File: src/rtl/irq_bus_controller.sv
// Memory-mapped interrupt controller: latches rising edges on int_req as pending,
// raises INT for the lowest masked-in source, and is acknowledged / retired by CPU bus writes.
`timescale 1ns/1ps
module irq_bus_controller #(
  parameter int unsigned N_SRC     = 8,
  parameter logic [31:0] BASE_ADDR = 32'hFFFF_FF00
) (
  input  logic             clk,
  input  logic             reset,
  input  logic [N_SRC-1:0] int_req,
  input  logic [31:0]      addr_in,
  input  logic [31:0]      data_in,
  input  logic             mem_w,
  output logic [31:0]      data_out,
  output logic             INT
);

  typedef enum logic [1:0] {
    S_IDLE    = 2'd0,
    S_REQ     = 2'd1,
    S_SERVICE = 2'd2
  } state_e;

  localparam logic [1:0] R_PEND = 2'd0;
  localparam logic [1:0] R_MASK = 2'd1;
  localparam logic [1:0] R_VEC  = 2'd2;
  localparam logic [1:0] R_EOI  = 2'd3;

  logic [N_SRC-1:0] s1_q, s2_q, s3_q;
  logic [N_SRC-1:0] pending_q, pending_d;
  logic [N_SRC-1:0] mask_q, mask_d;
  logic [3:0]       cur_id_q, cur_id_d;
  state_e           state_q;
  logic             int_q;

  logic             sel;
  logic             wr_en;
  logic [1:0]       reg_sel;
  logic [N_SRC-1:0] edge_det;
  logic [N_SRC-1:0] active;
  logic [N_SRC-1:0] w1c_bits;
  logic [N_SRC-1:0] ack_clr;
  logic [3:0]       prio_id;
  logic             ack_take;
  logic             eoi_take;
  logic             unused_bus_bits;

  assign sel      = (addr_in[31:4] == BASE_ADDR[31:4]);
  assign wr_en    = sel && mem_w;
  assign reg_sel  = addr_in[3:2];
  assign edge_det = s2_q & ~s3_q;
  assign active   = pending_q & mask_q;

  // ACK is only honoured in REQ with something still requesting; otherwise cur_id may be stale.
  assign ack_take = wr_en && (reg_sel == R_VEC) && (state_q == S_REQ) && (|active);
  assign eoi_take = wr_en && (reg_sel == R_EOI) && (state_q == S_SERVICE);
  assign w1c_bits = (wr_en && (reg_sel == R_PEND)) ? data_in[N_SRC-1:0] : '0;
  assign ack_clr  = ack_take ? (N_SRC'(1) << cur_id_q) : '0;

  assign unused_bus_bits = ^{addr_in[1:0], data_in};

  always_comb begin
    prio_id = 4'd0;
    for (int i = N_SRC - 1; i >= 0; i--) begin
      if (active[i]) prio_id = 4'(i);
    end
  end

  // New edges beat any clear arriving in the same cycle.
  always_comb begin
    pending_d = (pending_q & ~w1c_bits & ~ack_clr) | edge_det;
    mask_d    = (wr_en && (reg_sel == R_MASK)) ? data_in[N_SRC-1:0] : mask_q;
    cur_id_d  = cur_id_q;
    if (state_q == S_IDLE || (state_q == S_REQ && !ack_take)) begin
      cur_id_d = prio_id;
    end
  end

  always_ff @(posedge clk) begin
    if (reset) begin
      s1_q      <= '0;
      s2_q      <= '0;
      s3_q      <= '0;
      pending_q <= '0;
      mask_q    <= '0;
      cur_id_q  <= 4'd0;
    end else begin
      s1_q      <= int_req;
      s2_q      <= s1_q;
      s3_q      <= s2_q;
      pending_q <= pending_d;
      mask_q    <= mask_d;
      cur_id_q  <= cur_id_d;
    end
  end

  always_ff @(posedge clk) begin
    if (reset) begin
      state_q <= S_IDLE;
      int_q   <= 1'b0;
    end else begin
      case (state_q)
        S_IDLE: begin
          if (|active) begin
            state_q <= S_REQ;
            int_q   <= 1'b1;
          end else begin
            int_q   <= 1'b0;
          end
        end
        S_REQ: begin
          if (active == '0) begin
            state_q <= S_IDLE;
            int_q   <= 1'b0;
          end else if (ack_take) begin
            state_q <= S_SERVICE;
            int_q   <= 1'b0;
          end else begin
            int_q   <= 1'b1;
          end
        end
        S_SERVICE: begin
          int_q <= 1'b0;
          if (eoi_take) state_q <= S_IDLE;
        end
        default: begin
          state_q <= S_IDLE;
          int_q   <= 1'b0;
        end
      endcase
    end
  end

  always_comb begin
    data_out = 32'h0;
    if (sel) begin
      case (reg_sel)
        R_PEND:  data_out = {{(32-N_SRC){1'b0}}, pending_q};
        R_MASK:  data_out = {{(32-N_SRC){1'b0}}, mask_q};
        R_VEC:   data_out = {(state_q == S_SERVICE), (state_q == S_REQ), 26'b0, cur_id_q};
        default: data_out = 32'h0;
      endcase
    end
  end

  assign INT = int_q;

endmodule

File: config.mk
export PLATFORM = sky130hd
export DESIGN_NAME = irq_bus_controller
export DESIGN_NICKNAME = d
export VERILOG_FILES = /design/src/rtl/irq_bus_controller.sv
export SDC_FILE = /design/constraint.sdc
export NUM_CORES = 1
export LEC_CHECK = 0
export BUFFER_PORTS_ARGS = -buffer_cell sky130_fd_sc_hd__buf_4
export CAP_MARGIN = 20
export CORE_MARGIN = 2
export CORE_UTILIZATION = 34
export DETAILED_ROUTE_END_ITERATION = 8
export PLACE_DENSITY_LB_ADDON = 0.12
export SLEW_MARGIN = 20
export SYNTH_ARGS = -nofsm -noshare
export SYNTH_HDL_FRONTEND = slang
export SYNTH_SLANG_ARGS = --single-unit
File: constraint.sdc
create_clock -name clk -period 2.4 [get_ports clk]
set_input_delay 0.36 -clock clk [delete_from_list [all_inputs] [get_ports clk]]
set_output_delay 0.36 -clock clk [all_outputs]
set_load 0.01 [all_outputs]
-- Word level (Yosys, flattened, before mapping)
Index checks and enable logic that the tools add are counted.
- bits of input ports: 75
- output and inout bits: 33
- register bits: 47
- word-level logic and storage cells: 63
- shift operators: 1
- eq/ne operators: 9
- bitwise operators: 8
- reductions and logical operators: 16
- mux-type cells: 21
- operator list (cell ; number):
    32-bit one-hot mux with 3 select lines ; 1
    8-bit AND ; 4
    32-bit 2-to-1 mux ; 1
    28-bit equality test, second input constant ; 1
    4-bit 2-to-1 mux ; 7
    8-bit inverter ; 3
    8-bit 2-to-1 mux ; 2
    1-bit logical AND ; 9
    8-bit zero test ; 1
    2-bit 2-to-1 mux ; 4
    8-bit bitwise OR ; 1
    8-bit OR reduction ; 1
    1-bit by 4-bit left shift with 8-bit output, first input constant ; 1
    2-bit equality test, second input constant ; 3
    2-bit one-hot mux with 3 select lines ; 1
    2-bit by 1-bit equality test with 1-bit output, second input constant ; 2
    2-bit zero test ; 2
    1-bit 2-to-1 mux ; 3
    3-bit 2-to-1 mux ; 1
    3-bit by 2-bit != test with 1-bit output, second input constant ; 1
    3-bit AND reduction ; 1
    2-bit by 1-bit != test with 1-bit output, second input constant ; 1
    2-bit != test, second input constant ; 1
    1-bit one-hot mux with 2 select lines ; 1
    2 further kinds ; 2

-- Logic depth before layout (Yosys ltp)
Gate-level depths: netlist (run 1).
- depth after elaboration: 9
- gate-level depth with buffers: 6
- gate-level depth less buffers: 5

-- Worst setup path before layout (run 1)
OpenSTA, ideal clock, no wires.
- path type: input to output
- from: input port addr_in[5]
- to: output port data_out[31]
- arrival time: 1.911 ns
- buffers on the path: 0
- setup slack: 0.129 ns
- stages on the path: 4
- required time: 2.040 ns
- cell sequence: or4b_4 > nor4_4 > nand2_2 > and4bb_2
- word-level cells in the longest chain between the ends: 2
- RTL lines (item ; line ; RTL):
    from (decl) ; 11 ; input logic [31:0] addr_in,
    28-bit equality test ; 48 ; assign sel = (addr_in[31:4] == BASE_ADDR[31:4]);
    32-bit 2-to-1 mux ; 136 ; if (sel) begin
    to (decl) ; 14 ; output logic [31:0] data_out,
Every way passes these cells.

-- Worst setup path after layout (run 1)
Ends and elaborated chain as after synthesis.

==> Implementation_results.wiki, run 1 <==
{| class="wikitable"
! Metric !! Value
|-
| Number of antenna violations at the first check in global routing || 0
|-
| DR iter-0 viols || 92
|-
| Core ar. || 6310 um^2
|-
| Count of input and output buffers || 59
|-
| Setup slack after layout || 143 ps
|-
| Arrival time at the worst endpoint || about 1900 ps
|-
| Worst min-delay path endpoint || s1_q[0]$_SDFF_PP0_
|-
| Post-cts sizing count || 0
|-
| CTS tree || built
|-
| Vias in the first global route || 1694
|-
| Type of element capturing the critical path || output port
|-
| Remaining DRCs || 0
|-
| Highest Clock Rate || between 400 and 500 MHz
|-
| Antenna cells || 0
|-
| Area of placed instances || between 2000 and 3000 um^2
|-
| Instance count along the most critical hold path || 2
|-
| Top cell type by total area after synthesis || sky130_fd_sc_hd__dfxtp_1
|-
| Timing startpoint of the critical path || addr_in[5]
|-
| Per-instance average area after synthesis || ~9.2 um^2
|-
| Number of hold-repair buffers added at the cts stage || 0
|-
| Crit share post-route || about 94%
|-
| Status || complete, no violations
|-
| Worst reg2reg setup slack || between 500 and 600 ps
|-
| Clk slew on worst S/H paths || 80 ps
|-
| Top-count cell post-synth || sky130_fd_sc_hd__dfxtp_1
|-
| Antenna viol nets, final || 0
|-
| Worst setup slack after placement || 110 ps
|-
| Worst voltage drop across the vdd grid || 0.296 mV
|-
| Final standard cell count with taps included and fillers excluded || 375
|-
| Worst r2r src || state_q[1]$_SDFFE_PP0P_
|-
| Routed vias || roughly 1800
|-
| Site Rows || 29
|-
| Fraction of layout cells with a size suffix above 1 || 26.2%
|-
| Die Outline Area || approximately 7000 um^2
|-
| Type of element launching the critical path || input port
|-
| Async set-or-reset flop fraction in the synthesized netlist || 0%
|-
| Synth cell count leaders || sky130_fd_sc_hd__dfxtp_1 (46), sky130_fd_sc_hd__nor2b_1 (26), sky130_fd_sc_hd__nor2_1 (25)
|-
| Max-cap violations || 0
|-
| Synth area leaders || sky130_fd_sc_hd__dfxtp_1 (42%), sky130_fd_sc_hd__buf_4 (7.5%), sky130_fd_sc_hd__nor2b_1 (7.4%)
|-
| CTS H-tree depth || 2
|-
| Inst Count DP || 367
|-
| Final total negative setup slack || 0 ps
|-
| Post-Syn Area || 2210 um^2
|-
| Top-level port count || between 100 and 150
|-
| Library cell used as clock root buffer || sky130_fd_sc_hd__clkbuf_8
|-
| Sequential-to-total area share from yosys stat || a little over two fifths
|-
| Worst hold path startpoint || int_req[0]
|-
| Number of synthesized register bits || 46
|-
| Global-route wire length before repair || approximately 8.0 mm
|-
| Worst setup path class || input port to output port
|-
| Area growth, synth to finish || 24.4%
|-
| Routed wire length per instance || 13.1 um
|-
| Top-area cell type share of the netlist area || 41.7%
|-
| Max-slew violation count || 0
|-
| Horiz. Die Dim || 84.6 um
|-
| Worst reg2reg path depth || 5
|-
| Number of setup buffers added after CTS || 0
|-
| Largest clock skew in the final design || 8.00 ps
|-
| Leakage || 0.00117 uW
|-
| EDFF count, synth || 0
|-
| Largest net degree at the start of global routing || between 40 and 50
|-
| Vias per cell || 4.75
|-
| DPL Wire Length || 3.63 mm
|-
| Power per unit of standard cell area || approximately 530 nW/um^2
|-
| CTS sink count || between 40 and 50
|-
| Routability congestion estimate || 0.814
|-
| Net count of the finished layout || approximately 370
|-
| Class of the tightest hold or removal check || input port to register
|-
| Total global routing track utilization || 14.0%
|-
| Die extent in y || 84.6 um
|-
| Biggest fanout along the worst timing path || 10
|-
| WP data required || 2040 ps
|-
| Number of distinct library cells after synthesis || 40
|-
| Post-route design area || ~2700 um^2
|-
| Number of buffers created by CTS || 5
|-
| Synth Instances || between 200 and 250
|-
| Setup-failing EPs final || 0
|-
| Final Hold Vio Count || 0
|-
| Detailed Route WL || between 4 and 5 mm
|-
| Flip-flop cell with the highest count after synthesis || sky130_fd_sc_hd__dfxtp_1
|-
| Post-layout minimum cycle time || approximately 2300 ps
|-
| Setup repair after global routing missed its margin || no
|-
| End of the worst register-to-register path || pending_q[6]$_SDFF_PP0_
|-
| Initial core utilization || a little over a third
|-
| Yosys warns || 0
|-
| Total grt overflow || 0
|-
| Post-layout power || 1470 uW
|-
| Insertion delay of the later-clocked pin in the worst-skew pair || 300 ps
|-
| Deepest clock path buffer count || 2
|-
| Detailed-routing iteration count for the pre-antenna-repair pass || 5
|}
-- flip-flops by register name, summed over array words and instances, names as in the netlist --
name       flops
INT            1
cur_id_q       3
mask_q         8
pending_q      8
s1_q           8
s2_q           8
s3_q           8
state_q        2
-- cell families after synthesis --
logic type / Yosys count / synth area share (%)
AND/OR/NAND/NOR: 106 / 30.2
other: 1 / 0.170
flip-flops: 46 / 41.7
AO/OA/AOI/OAI: 29 / 9.98
multiplexers: 16 / 7.26
buffers and inverters: 41 / 10.7
-- power breakdown --
group / internal [uW] / switching [uW] / leakage (uW)
clock network: 264 / 264 / 0.0000544
logic: 75.8 / 67.8 / 0.000740
registers: 786 / 11.3 / 0.000376
total: 1130 / 343 / 0.00117
-- through the flow --
| stage | hold WS [ps] | util (%) |
|---|---|---|
| final | 268 | 43.5 |
| after global routing | 257 | 43.5 |
| after CTS | 260 | 43.5 |
| after global placement | 417 | 41.8 |
| after floorplan | 414 | - |
| after detailed placement | 424 | 41.8 |
-- critical path, cell delays in order --
cell                       delay [ps]
sky130_fd_sc_hd__buf_4            110
sky130_fd_sc_hd__or4b_4           540
sky130_fd_sc_hd__nor4_4           260
sky130_fd_sc_hd__nand2_2          190
sky130_fd_sc_hd__and4bb_2         330
sky130_fd_sc_hd__buf_4            110
-- routing by layer --
metal,GRT usage [%],part of all wire (%),up-vias
li1,-,-,909
met1,18.0,47,809
met2,22.0,45,59
met3,4.82,7.3,5
met4,4.33,1.2,0
met5,0,0,-
-- cells in the final DEF, fill, tap and decap left out, types with 2 or more instances in the layout --
cell type / instances
sky130_fd_sc_hd__a21oi_1: 5
sky130_fd_sc_hd__a22oi_1: 4
sky130_fd_sc_hd__a32o_1: 2
sky130_fd_sc_hd__a41oi_1: 2
sky130_fd_sc_hd__buf_4: 61
sky130_fd_sc_hd__clkbuf_8: 7
sky130_fd_sc_hd__conb_1: 22
sky130_fd_sc_hd__dfxtp_1: 46
sky130_fd_sc_hd__inv_1: 10
sky130_fd_sc_hd__mux2i_1: 16
sky130_fd_sc_hd__nand2_1: 8
sky130_fd_sc_hd__nand2b_1: 7
sky130_fd_sc_hd__nand3_1: 3
sky130_fd_sc_hd__nand3b_1: 3
sky130_fd_sc_hd__nand4_1: 7
sky130_fd_sc_hd__nand4b_1: 2
sky130_fd_sc_hd__nor2_1: 25
sky130_fd_sc_hd__nor2b_1: 26
sky130_fd_sc_hd__nor3_1: 5
sky130_fd_sc_hd__nor4_1: 2
sky130_fd_sc_hd__nor4b_1: 8
sky130_fd_sc_hd__o21ai_0: 3
sky130_fd_sc_hd__o41ai_1: 7
-- how the worst max path moves through the flow --
| stage | endpoint | slack [ps] |
|---|---|---|
| detailed placement | pending_q[0]$_SDFF_PP0_ | 110 |
| global placement | data_out[31] | 110 |
| global route | data_out[31] | 70 |
| CTS | data_out[31] | 110 |
| finish | data_out[31] | 140 |
| floorplan | data_out[31] | 130 |
-- area by class of cell --
class	count	area (um^2)
fillers	648	3570
multi-input cells	173	1130
flip-flops and latches	46	921
repair buffers	61	458
clock buffers	7	96.3
well taps	77	96.3
inverters	10	37.5
clock inverters	1	8.76
Note: power is estimated with default switching activity, not from simulation.
==> run 2: changes to the inputs <==
--- a/config.mk
+++ b/config.mk
@@ -5,6 +5,7 @@
 export SDC_FILE = /design/constraint.sdc
 export NUM_CORES = 1
 export LEC_CHECK = 0
+export ABC_AREA = 1
 export BUFFER_PORTS_ARGS = -buffer_cell sky130_fd_sc_hd__buf_4
 export CAP_MARGIN = 20
 export CORE_MARGIN = 2
==> run 2 against run 1 <==
  * Combinational power rose by 8%
  * Non-clock buffer count fell by 1
  * Setup slack improved by 320 ps
  * Synthesized area rose by 9.7%
  * First-iteration DRC count rose by 8.7%
==> Implementation_results.wiki, run 2 <==
{| class="wikitable"
! Metric !! Value
|-
| Routability congestion estimate || about 0.83
|-
| Top-count cell post-synth || sky130_fd_sc_hd__nand2_1
|-
| Clk slew on worst S/H paths || roughly 80 ps
|-
| Vias per cell || 4.15
|-
| Worst r2r src || state_q[1]$_SDFFE_PP0P_
|-
| Core ar. || 6830 um^2
|-
| Synth area leaders || sky130_fd_sc_hd__dfxtp_1 (38%), sky130_fd_sc_hd__nand2_1 (17%), sky130_fd_sc_hd__nor2_1 (12%)
|-
| CTS tree || built
|-
| Area of placed instances || roughly 2900 um^2
|-
| CTS sink count || 46
|-
| Final total negative setup slack || 0 ps
|-
| Synth Instances || 379
|-
| # fillers || 745
|-
| Number of synthesized register bits || 46
|-
| Number of buffers created by CTS || 5
|-
| Total global routing track utilization || 14.5%
|-
| Horiz. Die Dim || 88.4 um
|-
| Post-cts sizing count || 0
|-
| Top-area cell type share of the netlist area || 38.0%
|-
| Worst voltage drop across the vdd grid || roughly 0.35 mV
|-
| Worst setup slack after placement || 452 ps
|-
| Status || complete, no violations
|-
| Detailed-routing iteration count for the pre-antenna-repair pass || 5
|-
| Instance count along the most critical hold path || 3
|-
| Number of hold-repair buffers added at the cts stage || 0
|-
| Library cell used as clock root buffer || sky130_fd_sc_hd__clkbuf_8
|-
| Highest Clock Rate || 516 MHz
|-
| Post-route design area || 2990 um^2
|-
| Total grt overflow || 0
|-
| Post-layout minimum cycle time || ~1900 ps
|-
| Top cell type by total area after synthesis || sky130_fd_sc_hd__dfxtp_1
|-
| Biggest fanout along the worst timing path || 8
|-
| Type of element capturing the critical path || output port
|-
| Delay of the slowest cell on the worst path || 260 ps
|-
| Die Outline Area || 7810 um^2
|-
| Largest clock skew in the final design || 4.20 ps
|-
| Sequential-to-total area share from yosys stat || 38.0%
|-
| Met3 Routed Length || 308 um
|-
| Arrival time at the worst endpoint || 1580 ps
|-
| Site Rows || 30
|-
| Antenna cells || 0
|-
| Area growth, synth to finish || 23.4%
|-
| Area of the multi-input gates || roughly 1200 um^2
|-
| Insertion delay of the later-clocked pin in the worst-skew pair || between 200 and 300 ps
|-
| CP Depth || 8
|-
| Antenna viol nets, final || 0
|-
| Deepest clock path buffer count || 2
|-
| Number of setup buffers added after CTS || 0
|-
| Net count of the finished layout || ~500
|-
| Final standard cell count with taps included and fillers excluded || roughly 540
|-
| Fraction of layout cells with a size suffix above 1 || 18.2%
|-
| Vias in the first global route || 2101
|-
| Power per unit of standard cell area || 507 nW/um^2
|-
| Worst reg2reg setup slack || 910 ps
|-
| Top cell family by delay on the critical path || simple AND/OR/NAND/NOR gates
|-
| Worst reg2reg path depth || 8
|-
| Setup slack after layout || 463 ps
|-
| Post-layout power || about 1500 uW
|-
| Setup repair after global routing missed its margin || no
|-
| Sequence of cells on the critical path || buf_4 > nand2_1 > nor2_1 > nand2_1 > nor2_4 > nand2_1 > a21oi_1 > buf_4
|-
| Highest metal layer with signal wires || met4
|-
| Setup-failing EPs final || 0
|-
| Most common cell after layout, fill and taps aside || sky130_fd_sc_hd__nand2_1
|-
| Leading cell types in the layout, fill and taps excluded || sky130_fd_sc_hd__nand2_1 (107), sky130_fd_sc_hd__nor2_1 (78), sky130_fd_sc_hd__inv_1 (62)
|-
| Crit share post-route || 80.7%
|-
| Critical Path Most Common Cell || sky130_fd_sc_hd__nand2_1
|-
| Inst Count DP || 528
|-
| Top-level port count || 108
|-
| Max-slew violation count || 0
|-
| Flip-flop cell with the highest count after synthesis || sky130_fd_sc_hd__dfxtp_1
|-
| Routed wl met2 || 2.58 mm
|-
| Endpoint of the worst setup timing path || data_out[6]
|-
| EDFF count, synth || 0
|-
| Final Hold Vio Count || 0
|-
| Initial core utilization || 35.4%
|-
| Per-instance average area after synthesis || 6.39 um^2
|-
| Global-route wire length before repair || 8.83 mm
|-
| DR iter-0 viols || 100
|-
| Async set-or-reset flop fraction in the synthesized netlist || 0%
|-
| End of the worst register-to-register path || pending_q[5]$_SDFF_PP0_
|-
| Max-cap violations || 0
|-
| Area occupied by registers || 921 um^2
|-
| Routed wire length per instance || 10.1 um
|-
| Yosys warns || 0
|-
| Post-Syn Area || between 2000 and 2500 um^2
|-
| Count of input and output buffers || 59
|-
| Detailed Route WL || about 5.4 mm
|-
| Routed vias || 2224
|-
| Critical Path Slowest Stage Cell || sky130_fd_sc_hd__nand2_1
|-
| Number of antenna violations at the first check in global routing || 0
|-
| Die extent in y || 88.4 um
|-
| Worst setup path class || input port to output port
|-
| CTS H-tree depth || 2
|-
| Type of element launching the critical path || input port
|-
| Combined buffer and inverter count along the critical path || 2
|-
| Met1 wire length || around 2.4 mm
|-
| WP data required || 2040 ps
|-
| Timing startpoint of the critical path || addr_in[13]
|-
| Leakage || 0.00146 uW
|-
| Class of the tightest hold or removal check || input port to register
|-
| Synth cell count leaders || sky130_fd_sc_hd__nand2_1 (107), sky130_fd_sc_hd__nor2_1 (78), sky130_fd_sc_hd__inv_1 (62)
|-
| Largest net degree at the start of global routing || 35
|-
| Number of distinct library cells after synthesis || 21
|-
| DPL Wire Length || 4.05 mm
|-
| Remaining DRCs || 0
|}
==> run 2: cells by family after synthesis <==
group,share of synthesized area (%)
compound gates,6.10
other cells,0.155
flops,38.0
simple gates,38.1
buf+inv,17.6
==> run 2: worst min path at each step <==
| stage | startpoint | to | slack [ps] |
|---|---|---|---|
| finish | int_req[7] | s1_q[7]$_SDFF_PP0_ | 260 |
| global route | int_req[3] | s1_q[3]$_SDFF_PP0_ | 260 |
| detailed placement | s1_q[1]$_SDFF_PP0_ | s2_q[1]$_SDFF_PP0_ | 400 |
| floorplan | s1_q[0]$_SDFF_PP0_ | s2_q[0]$_SDFF_PP0_ | 390 |
| CTS | int_req[7] | s1_q[7]$_SDFF_PP0_ | 260 |
| global placement | s1_q[5]$_SDFF_PP0_ | s2_q[5]$_SDFF_PP0_ | 390 |
==> run 2: power breakdown <==
| group | switching, uW | internal (uW) | leakage [uW] |
|---|---|---|---|
| Sequential | 9.78 | 786 | 0.000376 |
| Combinational | 83.3 | 73.1 | 0.00102 |
| Clock | 254 | 307 | 0.0000579 |
==> run 2: stage by stage <==
stage | hold WS, ps | utilization, %
final | 265 | 43.7
after global routing | 260 | 43.7
after CTS | 255 | 43.7
after detailed placement | 396 | 42.1
after global placement | 389 | 42.1
after floorplan | 388 | -
==> run 2: layout make-up <==
class | count | area share, %
multi-input cells | 264 | 38.6
flip-flops and latches | 46 | 30.8
repair buffers | 60 | 15.1
inverters | 62 | 7.79
well taps | 96 | 4.02
clock buffers | 5 | 2.30
clock inverters | 3 | 1.34
==> run 2: routing by layer <==
metal	vias up	track usage, %
met2	61	26.0
met1	952	16.7
met3	6	3.17
li1	1205	-
met5	-	0
met4	0	5.79
==> run 2: worst reg2reg max path, cell delays in order, from the launching register on <==
cell and delay [ps]:
sky130_fd_sc_hd__dfxtp_1 320, sky130_fd_sc_hd__inv_1 160, sky130_fd_sc_hd__nand2_1 140, sky130_fd_sc_hd__nor2_1 140
sky130_fd_sc_hd__nand4_2 150, sky130_fd_sc_hd__nor2_4 200, sky130_fd_sc_hd__nand3_1 160, sky130_fd_sc_hd__nand2_1 90
sky130_fd_sc_hd__nand2_1 40
==> run 3: changes to the inputs <==
==> constraint.sdc (replaced) <==
create_clock -name clk -period 1.9 [get_ports clk]
set_input_delay 0.285 -clock clk [delete_from_list [all_inputs] [get_ports clk]]
set_output_delay 0.285 -clock clk [all_outputs]
set_load 0.01 [all_outputs]
==> run 3 against run 2 <==
  * Register-to-register slack got worse by 500 ps
  * Die area unchanged
  * Sequential share of layout area decreased by 0.31 points
  * Largest power group unchanged
  * Count of clock-buffer cells in the layout unchanged
  * Highest routed layer unchanged
==> Implementation_results.wiki, run 3 (synthesis gave the netlist of run 2 again) <==
{| class="wikitable"
! Metric !! Value
|-
| Status || complete, no violations
|-
| Final standard cell count with taps included and fillers excluded || between 500 and 600
|-
| Share of power burned in combinational logic || about a tenth
|-
| Fin Hold WS || 188 ps
|-
| Number of buffers created by CTS || 5
|-
| Biggest fanout along the worst timing path || 8
|-
| Net count of the finished layout || 518
|-
| Leakage || 0.00148 uW
|-
| WP data required || 1620 ps
|-
| Post-layout minimum cycle time || 1660 ps
|-
| Relative contribution of the clock network to total power || 37.2%
|-
| Arrival time at the worst endpoint || roughly 1400 ps
|-
| Share of total power in sequential cells || around 52%
|-
| Final Hold Vio Count || 0
|-
| Proportion of total power due to net switching || 23.1%
|-
| Vias in the first global route || 2098
|-
| Remaining DRCs || 0
|-
| Type of element launching the critical path || input port
|-
| Number of setup buffers added after CTS || 0
|-
| Psw || 443 uW
|-
| Cell internal pwr || roughly 1500 uW
|-
| Library cell used as clock root buffer || sky130_fd_sc_hd__clkbuf_8
|-
| Routed wire length per instance || roughly 10 um
|-
| CTS sink count || 46
|-
| Detailed-routing iteration count for the pre-antenna-repair pass || 4
|-
| Area growth, synth to finish || 24.6%
|-
| Max-cap violations || 0
|-
| Site Rows || 30
|-
| Largest net degree at the start of global routing || 35
|-
| Die extent in y || 88.4 um
|-
| Largest clock skew in the final design || 7.36 ps
|-
| Fraction of layout cells with a size suffix above 1 || 18.9%
|-
| Horiz. Die Dim || 88.4 um
|-
| Detailed Route WL || 5.40 mm
|-
| DR iter-0 viols || 77
|-
| Power per unit of standard cell area || 636 nW/um^2
|-
| Max-slew violation count || 0
|-
| Worst voltage drop across the vdd grid || between 0.4 and 0.5 mV
|-
| Worst setup path class || input port to output port
|-
| Highest Clock Rate || 602 MHz
|-
| Clk slew on worst S/H paths || 80 ps
|-
| Number of hold-repair buffers added at the cts stage || 0
|-
| CTS H-tree depth || 2
|-
| Initial core utilization || 35.4%
|-
| Setup-failing EPs final || 0
|-
| # fillers || 750
|-
| Antenna viol nets, final || 0
|-
| Final total negative setup slack || 0 ps
|-
| Count of input and output buffers || slightly below 60
|-
| Number of antenna violations at the first check in global routing || 0
|-
| DPL Wire Length || 4.09 mm
|-
| Setup repair after global routing missed its margin || no
|-
| Total grt overflow || 0
|-
| Routed vias || 2249
|-
| Post-cts sizing count || 0
|-
| Vias per cell || 4.16
|-
| Insertion delay of the later-clocked pin in the worst-skew pair || 290 ps
|-
| Inst Count DP || 532
|-
| Core ar. || approximately 6800 um^2
|-
| CTS tree || built
|-
| Most common cell after layout, fill and taps aside || sky130_fd_sc_hd__nand2_1
|-
| Antenna cells || 0
|-
| Type of element capturing the critical path || output port
|-
| Leading cell types in the layout, fill and taps excluded || sky130_fd_sc_hd__nand2_1 (107), sky130_fd_sc_hd__nor2_1 (78), sky130_fd_sc_hd__buf_4 (64)
|-
| Crit share post-route || between 80 and 90%
|-
| Die Outline Area || 7810 um^2
|-
| Class of the tightest hold or removal check || input port to register
|-
| Global-route wire length before repair || 8.84 mm
|-
| Total global routing track utilization || 14.4%
|-
| Top-level port count || 108
|-
| Deepest clock path buffer count || 2
|-
| Routability congestion estimate || approximately 0.9
|}
-- run 3: cell types whose count changed in the layout (fill, tap and decap cells not counted), sizes merged --
cell  change
buf       +4
-- run 3: cell type report --
cell class | instances | area [um^2] | area share, %
multi-input cells | 264 | 1150 | 38.2
repair buffers | 64 | 480 | 15.9
clock buffers | 5 | 68.8 | 2.28
clock inverters | 3 | 40.0 | 1.33
inverters | 62 | 233 | 7.71
flip-flops and latches | 46 | 921 | 30.5
well taps | 96 | 120 | 3.98
-- run 3: power by group through the flow --
stage | Clock, uW | Combinational (uW) | Sequential, uW
floorplan | 0 | 130 | 1030
CTS | 742 | 202 | 1010
global route | 772 | 231 | 1010
global placement | 0 | 198 | 1030
finish | 713 | 200 | 1010
detailed placement | 0 | 201 | 1030
-- run 3: final timing paths --
check / depth (start not counted) / to / start / slack (ps)
setup / recovery: 8 / data_out[7] / addr_in[9] / 240
hold / removal: 3 / s1_q[4]$_SDFF_PP0_ / int_req[4] / 190
setup reg to reg: 8 / pending_q[5]$_SDFF_PP0_ / state_q[1]$_SDFFE_PP0P_ / 410
hold reg to reg: 2 / s2_q[1]$_SDFF_PP0_ / s1_q[1]$_SDFF_PP0_ / 400
-- run 3: worst max-delay path, cell delays in order --
cell and delay, ps:
sky130_fd_sc_hd__buf_4 80, sky130_fd_sc_hd__nand2_1 40, sky130_fd_sc_hd__nor2_1 110, sky130_fd_sc_hd__nand3_1 120, sky130_fd_sc_hd__nor2_4 110, sky130_fd_sc_hd__nand2_1 220
sky130_fd_sc_hd__a21oi_1 250, sky130_fd_sc_hd__buf_4 160
-- run 3: per-stage QoR --
stage | setup slack, ps | power (uW) | utilization, % | cell area (um^2)
after floorplan | 535 | 1150 | - | 2500
after global placement | 218 | 1230 | 42.6 | 2910
after detailed placement | 204 | 1230 | 42.6 | 2910
after CTS | 200 | 1950 | 44.2 | 3020
after global routing | 121 | 2010 | 44.2 | 3020
final | 239 | 1920 | 44.2 | 3020
-- run 3: routing by layer --
| layer | global-route usage [%] | part of all wire [%] |
|---|---|---|
| met1 | 17.0 | 43 |
| met2 | 25.2 | 47 |
| met3 | 2.99 | 7.6 |
| met4 | 5.92 | 2.1 |
| met5 | 0 | 0 |
